<file path="config.mk">
export PLATFORM = sky130hd
export DESIGN_NAME = div_unit_flat
export DESIGN_NICKNAME = d
export VERILOG_FILES = /design/src/rtl/div_unit_if.sv /design/src/rtl/div_unit.sv /design/src/flat_wrapper.sv
export SDC_FILE = /design/constraint.sdc
export NUM_CORES = 1
export LEC_CHECK = 0
export CORE_MARGIN = 1.5
export CORE_UTILIZATION = 35
export CTS_CLUSTER_DIAMETER = 150
export DETAILED_ROUTE_END_ITERATION = 6
export HOLD_SLACK_MARGIN = 0.12
export PLACE_DENSITY_LB_ADDON = 0.2
export SLEW_MARGIN = 20
export SYNTH_ARGS = -nofsm -noshare
export SYNTH_HDL_FRONTEND = slang
export SYNTH_SLANG_ARGS = --single-unit
</file>
<file path="constraint.sdc">
create_clock -name clk -period 6.6 [get_ports clk]
set_clock_uncertainty 0.15 [all_clocks]
set_input_delay 1.32 -clock clk [delete_from_list [all_inputs] [get_ports clk]]
set_output_delay 1.32 -clock clk [all_outputs]
set_load 0.01 [all_outputs]
</file>
<file path="src/rtl/div_unit_if.sv">
// div_unit_if: operand/result bundle between the execute stage and the divider
interface div_unit_if;
  logic        start;
  logic        annul;
  logic        signed_div;
  logic [31:0] opdata1;
  logic [31:0] opdata2;
  logic [63:0] result;
  logic        div_ready;
  modport master (output start, annul, signed_div, opdata1, opdata2, input result, div_ready);
  modport slave (input start, annul, signed_div, opdata1, opdata2, output result, div_ready);
endinterface

</file>
<file path="src/rtl/div_unit.sv">
// div_unit: 32-bit signed/unsigned restoring divider, one quotient bit per cycle
// Build option DIV_BYZERO_FAST_EN: a zero divisor completes in one cycle
module div_unit (
  input logic clk,
  input logic rst,
  div_unit_if.slave bus
);
  typedef enum logic [1:0] {IDLE, BUSY, DONE} divState;
  divState state, nextState;
  logic [31:0] rem, quo, dvs, absA, absB, remNext, quoNext, remFix, quoFix;
  logic [32:0] shifted;
  logic [63:0] resultReg;
  logic [4:0] count;
  logic negQ, negR, geq, accept;
  assign absA = (bus.signed_div && bus.opdata1[31]) ? -bus.opdata1 : bus.opdata1;
  assign absB = (bus.signed_div && bus.opdata2[31]) ? -bus.opdata2 : bus.opdata2;
  assign accept = state == IDLE && bus.start && !bus.annul;
  // A zero divisor needs no special case here: every trial succeeds, giving
  // quotient all-ones and remainder |dividend|, which sign correction finishes.
  assign shifted = {rem, quo[31]};
  assign geq = shifted >= {1'b0, dvs};
  assign remNext = geq ? 32'(shifted - {1'b0, dvs}) : shifted[31:0];
  assign quoNext = {quo[30:0], geq};
  assign quoFix = negQ ? -quoNext : quoNext;
  assign remFix = negR ? -remNext : remNext;
  assign bus.result = resultReg;
  assign bus.div_ready = state == DONE;
  always_comb begin
    nextState = state;
    case (state)
`ifdef DIV_BYZERO_FAST_EN
      IDLE: nextState = bus.start ? ((bus.opdata2 == 32'h0) ? DONE : BUSY) : IDLE;
`else
      IDLE: nextState = bus.start ? BUSY : IDLE;
`endif
      BUSY: nextState = (count == 5'd31) ? DONE : BUSY;
      default: nextState = IDLE;
    endcase
    if (bus.annul) nextState = IDLE;
  end
  always_ff @(posedge clk) begin
    if (rst) begin
      state <= IDLE;
      resultReg <= 64'h0;
      count <= 5'd0;
      rem <= 32'h0;
      quo <= 32'h0;
      dvs <= 32'h0;
      negQ <= 1'b0;
      negR <= 1'b0;
    end else begin
      state <= nextState;
      if (accept) begin
        rem <= 32'h0;
        quo <= absA;
        dvs <= absB;
        count <= 5'd0;
        negQ <= bus.signed_div && (bus.opdata1[31] ^ bus.opdata2[31]);
        negR <= bus.signed_div && bus.opdata1[31];
`ifdef DIV_BYZERO_FAST_EN
        if (bus.opdata2 == 32'h0)
          resultReg <= {bus.opdata1, (bus.signed_div && bus.opdata1[31]) ? 32'h00000001 : 32'hFFFFFFFF};
`endif
      end
      if (state == BUSY) begin
        rem <= remNext;
        quo <= quoNext;
        count <= count + 5'd1;
        if (count == 5'd31 && !bus.annul) resultReg <= {remFix, quoFix};
      end
    end
  end
endmodule

</file>
<file path="src/flat_wrapper.sv">
// flat-port wrapper written by rule: the top's interface ports become plain ports
module div_unit_flat 
  (clk, rst, bus_start, bus_annul, bus_signed_div, bus_opdata1, bus_opdata2, bus_result, bus_div_ready);
  div_unit_if bus_i ();
  input logic clk;
  input logic rst;
  input wire logic [$bits(bus_i.start)-1:0] bus_start;
  input wire logic [$bits(bus_i.annul)-1:0] bus_annul;
  input wire logic [$bits(bus_i.signed_div)-1:0] bus_signed_div;
  input wire logic [$bits(bus_i.opdata1)-1:0] bus_opdata1;
  input wire logic [$bits(bus_i.opdata2)-1:0] bus_opdata2;
  output wire logic [$bits(bus_i.result)-1:0] bus_result;
  output wire logic [$bits(bus_i.div_ready)-1:0] bus_div_ready;
  assign bus_i.start = bus_start;
  assign bus_i.annul = bus_annul;
  assign bus_i.signed_div = bus_signed_div;
  assign bus_i.opdata1 = bus_opdata1;
  assign bus_i.opdata2 = bus_opdata2;
  assign bus_result = bus_i.result;
  assign bus_div_ready = bus_i.div_ready;
  div_unit u_core (.clk(clk), .rst(rst), .bus(bus_i));
endmodule
</file>
==> metrics.txt, run 1 <==
status complete, no violations; Adder-Cell Fraction of Synth Area 0.0429; compound-gate portion of the synthesized area 0.272; Met3 Routed Length 1440 um; top cells by area, synth dfxtp_1 29%, a21oi_1 6.4%, nor2_1 6.1%; Area growth, synth to finish 18.7%; routed wire length 37600 um; clock tree from TritonCTS yes; Final nets 1714; Pwr per Cell Area 227 nW/um^2; number of synthesized flops with an enable pin 0; Worst Hold Class reg2reg; die area 34100 um^2; Finished Layout Cells 2061; Tot GR Track Use 0.221; Setup Viol. Count Final 0; Hold WS 300 ps; Max Fanout on Critical Path 32; Routed WL per cell 18.2 um; Setup TNS 0 ps; hpwl dp 28300 um; async set or reset register ratio after synthesis 0; Routed Antenna Nets 0; vias in the first global route 10400; Syn Nets 1652; Yosys warning count 0; Worst setup EP type register; CORE AREA 32500 um^2; Main synth FF type dfxtp_1; Layout fillers 3430; Buf/Inv on CP 2; unrepaired setup endpoints after global routing no; IO Pins 134; VDD IR-drop max 209 uV; period utilization 0.799; share of post-route cells with drive strength above 1 0.0463; DIE HEIGHT 185 um; Synth top cells by count 188 x nor2_1, 173 x nand2_1, 169 x dfxtp_1; final core utilization 0.421; Lkg Pwr 4.91 nW; total grt overflow 0; ANT cells 0; fmax 190 MHz; antenna violations before repair 0; sequential area share after synthesis 0.293; Synth Area in XOR/XNOR 0.0888; clk root buf clkbuf_16; Clock Path Buffers 2; Req. time, crit path 6780 ps; Worst-Skew Late Latency 450 ps; total clock buffers created by CTS 17; # rows 66; Initial DRT Pass Iterations 5; Worst path max stage delay 500 ps; initial DRC count 851; syn avg cell area 7.47 um^2; WS Path Type reg2reg; htree depth 4; delay-heaviest family, CP simple AND/OR/NAND/NOR gates; Synth Area in Simple Gates 0.228; worst-margin pin slew 1020 ps; Port Buffers 133; Reg2Reg Setup Slack 1330 ps; max_cap viols 0; routability cong. 0.893; Max Slew Vio Count 0; Period minus WS final 5270 ps; largest net degree at the start of global routing 97; Max transition margin 0.310; WL met1 19100 um; placed cells 2029; total power 3.11 mW; CP cell instances inv_1 > ha_1 > nand4_1 > nor4_1 > nand4_1 > nand3_1 > or2_1 > buf_4 > mux2i_1 > ha_1 > and4_1 > a22oi_1 > or3_1 > o31ai_2 > xor2_1 > a22o_1; Cell Area, Synth 11500 um^2; Vias/cell 5.49; Highest Signal Layer met4; setup bufs post-CTS 0; Yosys cell types 87; Final Hold Viols 0; # hold bufs at CTS 0; startpoint types register; metal2 WL 16500 um; synthesis-stage register bit count 169; cell taking the most area after synthesis dfxtp_1; CTS Sinks 169; initial core utilization 0.355; Yosys top cell area share 0.293; cts repair resizes 0; Synth Instances 1544; multiplexer area fraction after synthesis 0.0169; DR DRC count 0; most common cell in the netlist nor2_1; clock transition at the registers of the reported paths 70 ps; first-pass GRT wire length 59000 um; combinational family with the most area after synthesis compound AO/OA/AOI/OAI gates; vias 11300; die width 185 um; CP max stage cell nor4_1; critical path data arrival time 5450 ps
## worst register-to-register path: stages (launching register included)
cell and delay [ps]:
dfxtp_1 340, inv_1 50, ha_1 460, nand4_1 260, nor4_1 500, nand4_1 170
nand3_1 250, or2_1 460, buf_4 470, mux2i_1 350, ha_1 330, and4_1 240
a22oi_1 220, or3_1 410, o31ai_2 210, xor2_1 100, a22o_1 200
## layout make-up
cell class	instances	area (um^2)	share of cell area
clock buffer	19	443	0.0323
clock inverter	13	161	0.0118
inverter	57	214	0.0156
multi-input combinational	1215	7510	0.548
sequential	169	3380	0.247
tap	442	553	0.0404
timing repair buffer	146	1440	0.105
## cells by family after synthesis
group,after synthesis
AND/OR/NAND/NOR,564
AO/OA/AOI/OAI,476
XOR/XNOR,117
flip-flops,169
buffers and inverters,160
adder cells (fa/ha/maj),39
multiplexers,19
## flip-flops by register name, summed over array words and instances (netlist names)
register / count
u_core.bus.result: 64
u_core.count: 5
u_core.dvs: 32
u_core.negQ: 1
u_core.negR: 1
u_core.quo: 32
u_core.rem: 32
u_core.state: 2
## power by group
group / leakage (nW) / internal (mW) / switching [mW]
Combinational: 3.25 / 0.349 / 0.631
Sequential: 1.37 / 1.05 / 0.0344
Clock: 0.284 / 0.581 / 0.468
## layout by cell type (no fill, tap or decap), types with 5 or more instances in the layout
| cell | count |
|---|---|
| dfxtp_1 | 169 |
| clkdlybuf4s50_1 | 132 |
| a211oi_1 | 60 |
| nor2_1 | 187 |
| or3_1 | 19 |
| a31oi_1 | 35 |
| xor2_1 | 75 |
| o21ai_0 | 68 |
| xnor2_1 | 42 |
| a21oi_1 | 147 |
| a22oi_1 | 32 |
| nand4_1 | 14 |
| buf_4 | 13 |
| a21o_1 | 11 |
| nor4_1 | 20 |
| mux2i_1 | 15 |
| o21a_1 | 10 |
| inv_1 | 56 |
| clkbuf_16 | 17 |
| o2111ai_1 | 6 |
| nor3b_1 | 5 |
| ha_1 | 38 |
| nor3_1 | 30 |
| and3_1 | 21 |
| a22o_1 | 5 |
| o211ai_1 | 8 |
| and2_1 | 6 |
| nand3_1 | 36 |
| o31a_1 | 5 |
| or4_1 | 11 |
| nor2b_1 | 10 |
| a311oi_1 | 8 |
| o41ai_1 | 12 |
| nand2_1 | 173 |
| o31ai_1 | 22 |
## per-layer routing
metal	vias up	global-route usage
li1	5739	-
met5	-	0
met3	27	0.0342
met2	239	0.343
met1	5305	0.318
met4	0	0.0505
## worst paths after layout
kind / cells after the start / start / end
worst min register to register: 2 / u_core.bus.result[41] / u_core.bus.result[41]
worst max register to register: 16 / u_core.dvs[12] / u_core.bus.result[62]
worst max-delay path: 16 / u_core.dvs[12] / u_core.bus.result[62]
worst min-delay path: 2 / u_core.bus.result[41] / u_core.bus.result[41]
## through the flow
stage               setup slack [ps]  area, um^2
floorplan                       2130       11500
global placement                1660       13100
detailed placement              1460       13100
CTS                             1450       13700
global route                    1000       13700
finish                          1330       13700
Note: power is estimated with default switching activity, not from simulation.
==> run 2: changes to the inputs <==
- clock period: 6.6 -> 4.88 ns (I/O delays scaled with it)
==> run 2 against run 1 <==
Sequential cell count did not move. Die area unchanged. Global-route usage is 0.055 points higher. Utilization rose by 0.58 points. Cell area grew 1.4%. Non-clock buffer count grew 28. Setup slack worse by 900 ps. Clock power grew 30%. Clock-buffer cell count is the same. Power is 37% higher. Via count is 1.4% higher. Largest cell class unchanged.
==> metrics.txt, run 2 (synthesis gave the netlist of run 1 again) <==
unrepaired setup endpoints after global routing no; DIE HEIGHT 185 um; GRT met2 Usage 0.344; Period minus WS final 4460 ps; Placed Area 13300 um^2; Worst-Skew Late Latency 450 ps; final instance area 13900 um^2; met1 Use GR 0.313; WS Path Type reg2reg; initial core utilization 0.355; critical path data arrival time 4680 ps; initial DRC count 792; Port Buffers 133; hpwl dp 28700 um; Setup TNS 0 ps; Hold WS 299 ps; die area 34100 um^2; routed wire length 37600 um; Max transition margin 0.317; first-pass GRT wire length 59300 um; CP max stage cell o31ai_1; CP cell instances inv_1 > ha_1 > a21oi_1 > o21ai_1 > a221oi_1 > nand3_1 > or2_1 > buf_4 > inv_2 > buf_4 > ha_1 > nand3_1 > o31ai_1 > and3_1 > o21ai_0 > a21oi_1; total grt overflow 0; # rows 66; busiest grt layer met2; die width 185 um; Vias/cell 5.49; total clock buffers created by CTS 17; Max Slew Vio Count 0; Clock Path Buffers 2; Worst Hold Class reg2reg; max_cap viols 0; Routed WL per cell 18.0 um; share of post-route cells with drive strength above 1 0.0620; vias 11500; clk root buf clkbuf_16; period utilization 0.913; Setup Viol. Count Final 0; commonest cells after routing, fill and taps aside 187 x nor2_1, 173 x nand2_1, 169 x dfxtp_1; max reg flops 64; Req. time, crit path 5100 ps; Pwr per Cell Area 307 nW/um^2; # hold bufs at CTS 0; clock tree from TritonCTS yes; Worst path max stage delay 620 ps; GR Util met3 0.0314; Area growth, synth to finish 20.4%; commonest non-fill, non-tap cell in the layout nor2_1; DR DRC count 0; htree depth 4; largest net degree at the start of global routing 109; Initial DRT Pass Iterations 5; clock transition at the registers of the reported paths 80 ps; Max Fanout on Critical Path 17; fmax 224 MHz; vias in the first global route 10700; CTS Sinks 169; Worst setup EP type register; total power 4.26 mW; setup bufs post-CTS 0; Final nets 1742; CORE AREA 32500 um^2; antenna violations before repair 0; IO Pins 134; startpoint types register; routability cong. 0.922; Routed Antenna Nets 0; status complete, no violations; cts repair resizes 0; Tot GR Track Use 0.221; worst-margin pin slew 1020 ps; Final Hold Viols 0; ANT cells 0; Lkg Pwr 5.04 nW; VDD IR-drop max 290 uV
-- run 2: cell count changes in the layout (fill, tap and decap cells not counted), sizes merged --
cell	delta
inv	+3
clkinv	-1
clkinvlp	-2
bufinv	-1
buf	+28
-- run 2: worst max-delay path, delay by kind of cell (launching register included) --
kind                     cells  cell delay [ps]
AND/OR/NAND/NOR              4              880
flip-flops                   1              330
adder cells (fa/ha/maj)      2              630
AO/OA/AOI/OAI                6             1640
buffers and inverters        4              730
-- run 2: layout make-up --
| cell class | count | area [um^2] |
|---|---|---|
| clock inverters | 12 | 129 |
| clock buffers | 19 | 443 |
| fillers | 3402 | 18600 |
| repair buffers | 174 | 1660 |
| flip-flops and latches | 169 | 3380 |
| multi-input cells | 1215 | 7510 |
| well taps | 442 | 553 |
| inverters | 57 | 214 |
-- run 2: final timing paths --
path	startpoint	end	slack, ps	cells after the start
worst max-delay path	u_core.dvs[22]	u_core.bus.result[30]	420	16
worst min-delay path	u_core.bus.result[41]	u_core.bus.result[41]	300	2
worst min register to register	u_core.bus.result[41]	u_core.bus.result[41]	300	2
worst max register to register	u_core.dvs[22]	u_core.bus.result[30]	420	16
-- run 2: per-stage QoR --
| stage | cells | utilization | setup slack, ps |
|---|---|---|---|
| after global routing | 2088 | 0.427 | 140 |
| after detailed placement | 2057 | 0.409 | 494 |
| after floorplan | 1544 | - | 411 |
| after global placement | 2057 | 0.409 | 550 |
| final | 2088 | 0.427 | 424 |
| after CTS | 2088 | 0.427 | 461 |
-- run 2: routing by layer --
metal	part of all wire	up-vias	routed length [um]
met2	0.44	306	16400
met1	0.50	5328	18700
li1	-	5787	-
met3	0.044	48	1650
met4	0.022	0	842
met5	0	-	0
-- run 2: power by group --
part	switching, mW	leakage, nW	internal [mW]	total (mW)
combinational	0.884	3.40	0.534	1.42
sequential	0.0479	1.37	1.42	1.47
clock	0.641	0.276	0.732	1.37
